`config.mk`:
```
export PLATFORM = sky130hd
export DESIGN_NAME = unified_mem_initiator_flat
export DESIGN_NICKNAME = d
export VERILOG_FILES = /design/src/rtl/unified_mem_if.sv /design/src/rtl/unified_mem_initiator.sv /design/src/flat_wrapper.sv
export SDC_FILE = /design/constraint.sdc
export NUM_CORES = 1
export LEC_CHECK = 0
export CAP_MARGIN = 20
export CORE_MARGIN = 4
export CORE_UTILIZATION = 40
export CTS_BUF_LIST = sky130_fd_sc_hd__clkbuf_8
export CTS_CLUSTER_SIZE = 20
export DETAILED_ROUTE_END_ITERATION = 6
export PLACE_DENSITY = 0.78
export REMOVE_ABC_BUFFERS = 1
export SLEW_MARGIN = 10
export SYNTH_ARGS = -nofsm -noshare
export SYNTH_HDL_FRONTEND = slang
export SYNTH_SLANG_ARGS = --single-unit
```
`constraint.sdc`:
```
create_clock -name clk -period 1.6 [get_ports clk]
set_input_delay 0.32 -clock clk [delete_from_list [all_inputs] [get_ports clk]]
set_output_delay 0.32 -clock clk [all_outputs]
set_load 0.1 [all_outputs]
```
`src/rtl/unified_mem_if.sv`:
```
// Request/response and memory-side signals of the unified memory initiator.
// master = initiator view, slave = surrounding pipeline + memory array view.
interface unified_mem_if #(parameter int ADDR_W = 12);
  logic              if_valid;
  logic [ADDR_W-1:0] if_addr;
  logic              if_ready;
  logic              if_done;
  logic [31:0]       if_rdata;

  logic              ls_valid;
  logic              ls_write;
  logic [2:0]        ls_func3;
  logic [ADDR_W-1:0] ls_addr;
  logic [31:0]       ls_wdata;
  logic              ls_ready;
  logic              ls_done;
  logic              ls_err;
  logic [31:0]       ls_rdata;

  logic [ADDR_W-3:0] mem_addr;
  logic              mem_re;
  logic [3:0]        mem_we;
  logic [31:0]       mem_wdata;
  logic [31:0]       mem_rdata;

  modport master (
    input  if_valid, if_addr,
    output if_ready, if_done, if_rdata,
    input  ls_valid, ls_write, ls_func3, ls_addr, ls_wdata,
    output ls_ready, ls_done, ls_err, ls_rdata,
    output mem_addr, mem_re, mem_we, mem_wdata,
    input  mem_rdata
  );

  modport slave (
    output if_valid, if_addr,
    input  if_ready, if_done, if_rdata,
    output ls_valid, ls_write, ls_func3, ls_addr, ls_wdata,
    input  ls_ready, ls_done, ls_err, ls_rdata,
    input  mem_addr, mem_re, mem_we, mem_wdata,
    output mem_rdata
  );
endinterface

```
`src/rtl/unified_mem_initiator.sv`:
```
// Fetch/load-store arbiter and word-access formatter for the unified memory.
// Optional: define UNIFIED_MEM_MISALIGN_TRAP_EN to trap misaligned half/word accesses.
module unified_mem_initiator #(
  parameter int ADDR_W = 12
) (
  input  logic          clk,
  input  logic          rst_n,
  unified_mem_if.master bus,
  output logic          busy
);

  typedef enum logic [1:0] {IDLE = 2'd0, ISSUE = 2'd1, CAPT = 2'd2} state_e;

  state_e state_q, state_d;
  logic   grant_ls, grant_if;

  logic              last_ls_q, last_ls_d;
  logic              req_ls_q, req_ls_d;
  logic              req_write_q, req_write_d;
  logic              req_err_q, req_err_d;
  logic [2:0]        req_f3_q, req_f3_d;
  logic [1:0]        req_off_q, req_off_d;
  logic              mem_re_q, mem_re_d;
  logic [3:0]        mem_we_q, mem_we_d;
  logic [31:0]       mem_wdata_q, mem_wdata_d;
  logic [ADDR_W-3:0] mem_addr_q, mem_addr_d;
  logic              if_done_q, if_done_d;
  logic              ls_done_q, ls_done_d;
  logic              ls_err_q, ls_err_d;
  logic [31:0]       if_rdata_q, if_rdata_d;
  logic [31:0]       ls_rdata_q, ls_rdata_d;

  logic [1:0]  ls_off;
  logic [2:0]  ls_f3;
  logic        bad_f3, misalign, acc_err;
  logic [3:0]  st_we;
  logic [31:0] st_wdata;

  function automatic logic [31:0] fmt_load(input logic [2:0] f3, input logic [1:0] off,
                                            input logic [31:0] rd);
    logic [7:0]  b;
    logic [15:0] h;
    b = rd[{off, 3'b000} +: 8];
    h = off[1] ? rd[31:16] : rd[15:0];
    case (f3)
      3'b000:  fmt_load = {{24{b[7]}}, b};
      3'b001:  fmt_load = {{16{h[15]}}, h};
      3'b010:  fmt_load = rd;
      3'b100:  fmt_load = {24'd0, b};
      3'b101:  fmt_load = {16'd0, h};
      default: fmt_load = 32'd0;
    endcase
  endfunction

  // State register
  always_ff @(posedge clk or negedge rst_n) begin
    if (!rst_n) state_q <= IDLE;
    else        state_q <= state_d;
  end

  // Next state
  always_comb begin
    state_d = state_q;
    case (state_q)
      IDLE:    if (grant_ls || grant_if) state_d = ISSUE;
      ISSUE:   state_d = CAPT;
      CAPT:    state_d = IDLE;
      default: state_d = IDLE;
    endcase
  end

  // FSM outputs: round-robin grant only when idle, ls wins ties if fetch went last
  always_comb begin
    grant_ls = 1'b0;
    grant_if = 1'b0;
    if (state_q == IDLE) begin
      grant_ls = bus.ls_valid && (!bus.if_valid || !last_ls_q);
      grant_if = bus.if_valid && !grant_ls;
    end
    bus.ls_ready = grant_ls;
    bus.if_ready = grant_if;
    busy         = (state_q != IDLE);
  end

  // Load/store request decode on the raw inputs, used at acceptance
  always_comb begin
    ls_off   = bus.ls_addr[1:0];
    ls_f3    = bus.ls_func3;
    bad_f3   = bus.ls_write ? (ls_f3 > 3'b010)
                            : (ls_f3 == 3'b011 || ls_f3 == 3'b110 || ls_f3 == 3'b111);
`ifdef UNIFIED_MEM_MISALIGN_TRAP_EN
    misalign = (ls_f3[1:0] == 2'b01 && ls_off[0]) || (ls_f3[1:0] == 2'b10 && ls_off != 2'b00);
`else
    misalign = 1'b0;
`endif
    acc_err  = bad_f3 || misalign;
    st_we    = 4'b0000;
    st_wdata = 32'd0;
    case (ls_f3)
      3'b000: begin
        st_we    = 4'b0001 << ls_off;
        st_wdata = {4{bus.ls_wdata[7:0]}};
      end
      3'b001: begin
        st_we    = 4'b0011 << {ls_off[1], 1'b0};
        st_wdata = {2{bus.ls_wdata[15:0]}};
      end
      3'b010: begin
        st_we    = 4'b1111;
        st_wdata = bus.ls_wdata;
      end
      default: ;
    endcase
  end

  // Datapath: strobes live for the ISSUE cycle only, results land at the CAPT edge
  always_comb begin
    last_ls_d   = last_ls_q;
    req_ls_d    = req_ls_q;
    req_write_d = req_write_q;
    req_err_d   = req_err_q;
    req_f3_d    = req_f3_q;
    req_off_d   = req_off_q;
    mem_re_d    = 1'b0;
    mem_we_d    = 4'b0000;
    mem_wdata_d = 32'd0;
    mem_addr_d  = '0;
    if_done_d   = 1'b0;
    ls_done_d   = 1'b0;
    ls_err_d    = ls_err_q;
    if_rdata_d  = if_rdata_q;
    ls_rdata_d  = ls_rdata_q;

    if (grant_ls) begin
      last_ls_d   = 1'b1;
      req_ls_d    = 1'b1;
      req_write_d = bus.ls_write;
      req_err_d   = acc_err;
      req_f3_d    = ls_f3;
      req_off_d   = ls_off;
      mem_addr_d  = bus.ls_addr[ADDR_W-1:2];
      if (!acc_err) begin
        if (bus.ls_write) begin
          mem_we_d    = st_we;
          mem_wdata_d = st_wdata;
        end else begin
          mem_re_d = 1'b1;
        end
      end
    end else if (grant_if) begin
      last_ls_d   = 1'b0;
      req_ls_d    = 1'b0;
      req_write_d = 1'b0;
      req_err_d   = 1'b0;
      mem_addr_d  = bus.if_addr[ADDR_W-1:2];
      mem_re_d    = 1'b1;
    end

    if (state_q == CAPT) begin
      if (req_ls_q) begin
        ls_done_d  = 1'b1;
        ls_err_d   = req_err_q;
        ls_rdata_d = (req_err_q || req_write_q) ? 32'd0
                                                : fmt_load(req_f3_q, req_off_q, bus.mem_rdata);
      end else begin
        if_done_d  = 1'b1;
        if_rdata_d = bus.mem_rdata;
      end
    end
  end

  always_ff @(posedge clk or negedge rst_n) begin
    if (!rst_n) begin
      last_ls_q   <= 1'b0;
      req_ls_q    <= 1'b0;
      req_write_q <= 1'b0;
      req_err_q   <= 1'b0;
      req_f3_q    <= 3'd0;
      req_off_q   <= 2'd0;
      mem_re_q    <= 1'b0;
      mem_we_q    <= 4'b0000;
      mem_wdata_q <= 32'd0;
      mem_addr_q  <= '0;
      if_done_q   <= 1'b0;
      ls_done_q   <= 1'b0;
      ls_err_q    <= 1'b0;
      if_rdata_q  <= 32'd0;
      ls_rdata_q  <= 32'd0;
    end else begin
      last_ls_q   <= last_ls_d;
      req_ls_q    <= req_ls_d;
      req_write_q <= req_write_d;
      req_err_q   <= req_err_d;
      req_f3_q    <= req_f3_d;
      req_off_q   <= req_off_d;
      mem_re_q    <= mem_re_d;
      mem_we_q    <= mem_we_d;
      mem_wdata_q <= mem_wdata_d;
      mem_addr_q  <= mem_addr_d;
      if_done_q   <= if_done_d;
      ls_done_q   <= ls_done_d;
      ls_err_q    <= ls_err_d;
      if_rdata_q  <= if_rdata_d;
      ls_rdata_q  <= ls_rdata_d;
    end
  end

  assign bus.mem_re    = mem_re_q;
  assign bus.mem_we    = mem_we_q;
  assign bus.mem_wdata = mem_wdata_q;
  assign bus.mem_addr  = mem_addr_q;
  assign bus.if_done   = if_done_q;
  assign bus.if_rdata  = if_rdata_q;
  assign bus.ls_done   = ls_done_q;
  assign bus.ls_err    = ls_err_q;
  assign bus.ls_rdata  = ls_rdata_q;

endmodule
```
`src/flat_wrapper.sv`:
```
// flat-port wrapper written by rule: the top's interface ports become plain ports
module unified_mem_initiator_flat 
#(
  parameter int ADDR_W = 12
)
  (clk, rst_n, busy, bus_if_valid, bus_if_addr, bus_if_ready, bus_if_done, bus_if_rdata, bus_ls_valid, bus_ls_write, bus_ls_func3, bus_ls_addr, bus_ls_wdata, bus_ls_ready, bus_ls_done, bus_ls_err, bus_ls_rdata, bus_mem_addr, bus_mem_re, bus_mem_we, bus_mem_wdata, bus_mem_rdata);
  unified_mem_if #(.ADDR_W(ADDR_W)) bus_i ();
  input  logic clk;
  input  logic rst_n;
  output logic busy;
  input wire logic [$bits(bus_i.if_valid)-1:0] bus_if_valid;
  input wire logic [$bits(bus_i.if_addr)-1:0] bus_if_addr;
  output wire logic [$bits(bus_i.if_ready)-1:0] bus_if_ready;
  output wire logic [$bits(bus_i.if_done)-1:0] bus_if_done;
  output wire logic [$bits(bus_i.if_rdata)-1:0] bus_if_rdata;
  input wire logic [$bits(bus_i.ls_valid)-1:0] bus_ls_valid;
  input wire logic [$bits(bus_i.ls_write)-1:0] bus_ls_write;
  input wire logic [$bits(bus_i.ls_func3)-1:0] bus_ls_func3;
  input wire logic [$bits(bus_i.ls_addr)-1:0] bus_ls_addr;
  input wire logic [$bits(bus_i.ls_wdata)-1:0] bus_ls_wdata;
  output wire logic [$bits(bus_i.ls_ready)-1:0] bus_ls_ready;
  output wire logic [$bits(bus_i.ls_done)-1:0] bus_ls_done;
  output wire logic [$bits(bus_i.ls_err)-1:0] bus_ls_err;
  output wire logic [$bits(bus_i.ls_rdata)-1:0] bus_ls_rdata;
  output wire logic [$bits(bus_i.mem_addr)-1:0] bus_mem_addr;
  output wire logic [$bits(bus_i.mem_re)-1:0] bus_mem_re;
  output wire logic [$bits(bus_i.mem_we)-1:0] bus_mem_we;
  output wire logic [$bits(bus_i.mem_wdata)-1:0] bus_mem_wdata;
  input wire logic [$bits(bus_i.mem_rdata)-1:0] bus_mem_rdata;
  assign bus_i.if_valid = bus_if_valid;
  assign bus_i.if_addr = bus_if_addr;
  assign bus_if_ready = bus_i.if_ready;
  assign bus_if_done = bus_i.if_done;
  assign bus_if_rdata = bus_i.if_rdata;
  assign bus_i.ls_valid = bus_ls_valid;
  assign bus_i.ls_write = bus_ls_write;
  assign bus_i.ls_func3 = bus_ls_func3;
  assign bus_i.ls_addr = bus_ls_addr;
  assign bus_i.ls_wdata = bus_ls_wdata;
  assign bus_ls_ready = bus_i.ls_ready;
  assign bus_ls_done = bus_i.ls_done;
  assign bus_ls_err = bus_i.ls_err;
  assign bus_ls_rdata = bus_i.ls_rdata;
  assign bus_mem_addr = bus_i.mem_addr;
  assign bus_mem_re = bus_i.mem_re;
  assign bus_mem_we = bus_i.mem_we;
  assign bus_mem_wdata = bus_i.mem_wdata;
  assign bus_i.mem_rdata = bus_mem_rdata;
  unified_mem_initiator #(.ADDR_W(ADDR_W)) u_core (.clk(clk), .rst_n(rst_n), .bus(bus_i), .busy(busy));
endmodule
```
==> results.py <==
metrics = {
    "logic_synthesis": {
        "synth_top_cell_area_share": 0.598,
        "ys_ff_latch": 124,
        "synth_area_leaders": "dfrtp_1 60%, mux2_2 9.1%, a21oi_1 3.1%",
        "syn-instance-count": 424,
        "ys_seq_area_frac": 0.598,
        "netlist_area_um2": 5190,
        "yosysUniqueCellTypes": 39,
        "syn_avg_cell_area_um2": 12.2,
        "synth_warnings": 0,
        "synth_area_leader_cell": "dfrtp_1",
    },
    "critical_path": {
        "reg2reg_depth": 7,
        "worstPathArrival_ns": 1.55,
        "reg2reg_from": "u_core.state_q[0]",
        "setup.worst_path.start": "u_core.state_q[0]",
        "crit_end": "bus_if_ready",
        "crit_path_max_incr_delay_ns": 0.45,
        "crit_type": "flip-flop to primary output",
        "cp_data_required_time_ns": 1.28,
        "cp_max_fo": 3,
        "endpoint_kind": "primary output",
        "slowest_stage": "dfrtp_2",
        "reg2reg_to": "u_core.bus.if_rdata[30]",
        "crit_chain": "nor2_4, nand2_2, a21oi_4, buf_12",
        "startpoint_type": "flip-flop",
        "regToRegSetupSlack_ns": -0.26,
    },
    "power": {
        "p_leak_uw": 0.00450,
        "p_clk_frac": 0.117,
        "combPwrFrac": 0.660,
        "seqPwrFrac": 0.223,
        "p_sw_frac": 0.504,
        "switchingPower_uw": 12200,
        "power_density_nw_per_um2": 2370,
        "worst_ir_drop_vdd_mv": 1.21,
        "intPower_uw": 12000,
    },
    "route": {
        "vias": 4946,
        "ant_nets": 0,
        "drtIter0Drc": 337,
        "via_per_inst": 5.59,
        "wl_per_cell_um": 23.6,
        "dr.pass1.iters": 5,
        "drc": 0,
        "totalWireLength_mm": 20.9,
    },
    "final_layout": {
        "mostFrequentLayoutCells": "131 x buf_12, 119 x dfrtp_1, 92 x clkdlybuf4s50_1",
        "multi_input_area_um2": 2320,
        "diodes": 0,
        "layout.nets": 796,
        "register_area_um2": 3110,
        "fillCellCount": 667,
        "layout_commonest_cell": "buf_12",
        "area_growth_pct": 96.4,
        "finish.utilization": 0.805,
        "drive_gt1_frac": 0.459,
    },
    "floorplanning": {
        "fp.coreArea_um2": 12700,
        "die_h_um": 122,
        "start_util": 0.410,
        "dieArea_um2": 14900,
        "ios": 213,
        "rows": 41,
        "die_w_um": 122,
    },
    "global_routing": {
        "antenna_found_initial": 0,
        "overflow": 0,
        "track_usage": 0.254,
        "grt_pass1_vias": 5263,
        "grt_first_pass_wirelength_mm": 28.6,
        "grt_start_max_net_pins": 42,
    },
    "cts": {
        "cts_tree": "yes",
        "cts_htree_levels": 4,
        "clkTransAtPathRegs_ns": 0.07,
        "clk_latency_ns": 0.46,
        "clock_path_buffers": 2,
        "cts.sinks": 124,
        "cts_root_buf": "clkbuf_8",
        "numCtsBuffers": 17,
    },
    "timing": {
        "slew_headroom": 0.507,
        "fin_skew_ns": 0.0186,
        "period_share": 1.17,
        "setup_viol": 82,
        "fin_crit_ns": 1.87,
        "setup_ws_ns": -0.268,
        "tightest_slew_ns": 0.737,
        "hold_viol": 0,
        "grt_setup_unrepaired": "true",
        "maxSlewViolCount": 0,
        "fin_tns_setup_ns": -11.35,
        "max_freq_ghz": 0.535,
    },
    "worst_hold_path": {
        "hp-class": "primary input to async pin",
    },
    "outcome": {
        "violations": "setup timing",
        "status": "finished with violations",
    },
    "run": {
        "cap_viol_max_count": 0,
    },
    "place": {
        "dp_hpwl_mm": 12.8,
        "gp_congestion": 0.762,
        "io_buffers": 210,
    },
}
## cell usage after synthesis
library cell,instances
dfrtp_1,124
mux2_2,42
a21oi_1,32
nand2_1,32
nor2_1,30
a22oi_1,17
a221o_1,16
a2bb2oi_1,16
nor2b_1,16
clkbuf_1,13
a22o_1,12
and2_1,10
o21ai_0,10
buf_2,6
nand2b_1,6
a222oi_1,4
buf_1,4
inv_1,4
buf_4,3
nand3_1,3
o21a_1,3
a32oi_1,2
nand2_2,2
nor3b_2,2
a211oi_2,1
a211oi_4,1
a21o_1,1
a31oi_1,1
buf_6,1
clkinv_2,1
mux4_2,1
nand3_4,1
nand3b_4,1
nand4b_1,1
nor2_4,1
nor3b_1,1
o21ai_1,1
o31ai_2,1
or3b_1,1
## through the flow
stage	std cells	instance area [µm²]	total power, µW	hold WS (ns)	worst slack (ns)
3_5_place_dp	823	8950	20200	0.269	-0.643
6_report	885	10200	24200	0.379	-0.268
3_3_place_gp	823	8950	19800	0.267	-0.493
4_1_cts	874	9660	23300	0.373	-0.223
5_1_grt	885	10200	24900	0.392	-0.323
2_1_floorplan	397	5060	13900	0.0244	-1.26
## metal layers
metal,vias to the layer above,GRT usage,part of all wire
li1,2098,-,-
met2,289,0.445,0.52
met5,-,0,0
met3,54,0.0956,0.095
met1,2505,0.280,0.36
met4,0,0.0945,0.026
## layout make-up
class                   instances  area share
clock buffers                  19      0.0256
clock inverters                13      0.0131
inverters                       5     0.00209
multi-input cells             268       0.228
flip-flops and latches        124       0.305
well taps                     172      0.0211
repair buffers                284       0.405
## cell families after synthesis
kind of cell           synth area share
flip-flops                        0.598
AO/OA/AOI/OAI                     0.171
AND/OR/NAND/NOR                   0.108
multiplexers                     0.0954
buffers and inverters            0.0284
## registers in the layout, indices dropped and copies added, names as in the netlist, 2 cells and up
signal / cells
u_core.bus.if_rdata: 32
u_core.bus.ls_rdata: 32
u_core.bus.mem_wdata: 32
u_core.bus.mem_addr: 10
u_core.bus.mem_we: 4
u_core.req_f3_q: 3
u_core.req_off_q: 2
u_core.state_q: 2
## critical path, delay by kind of cell, from the launching register on
kind	cells	cell delay [ns]
simple gates	2	0.23
compound gates	1	0.21
buf+inv	1	0.21
flops	1	0.45
## timing repair
item | CTS | global route
gates cloned | 3 | 5
hold endpoints to repair | 38 | 0
hold buffers | 1 | 0
buffers inserted | 19 | 10
setup endpoints to repair | 43 | 105
pin swaps | 8 | 31
gates resized for setup | 35 | 106
## power groups by stage
stage	clock [µW]	combinational (µW)	sequential, µW
floorplan	0	2390	11500
global placement	0	14500	5340
detailed placement	0	14700	5430
CTS	2810	15100	5360
global route	2980	16400	5540
finish	2820	16000	5410
## how the worst min path moves through the flow
stage               start  slack [ns]                       to
finish              rst_n        0.38  u_core.bus.ls_rdata[26]
global route        rst_n        0.39  u_core.bus.ls_rdata[25]
CTS                 rst_n        0.37  u_core.bus.ls_rdata[26]
detailed placement  rst_n        0.27  u_core.bus.ls_rdata[29]
global placement    rst_n        0.27  u_core.bus.if_rdata[29]
floorplan           rst_n        0.02       u_core.bus.if_done
Power figures use the tool's default switching activity.
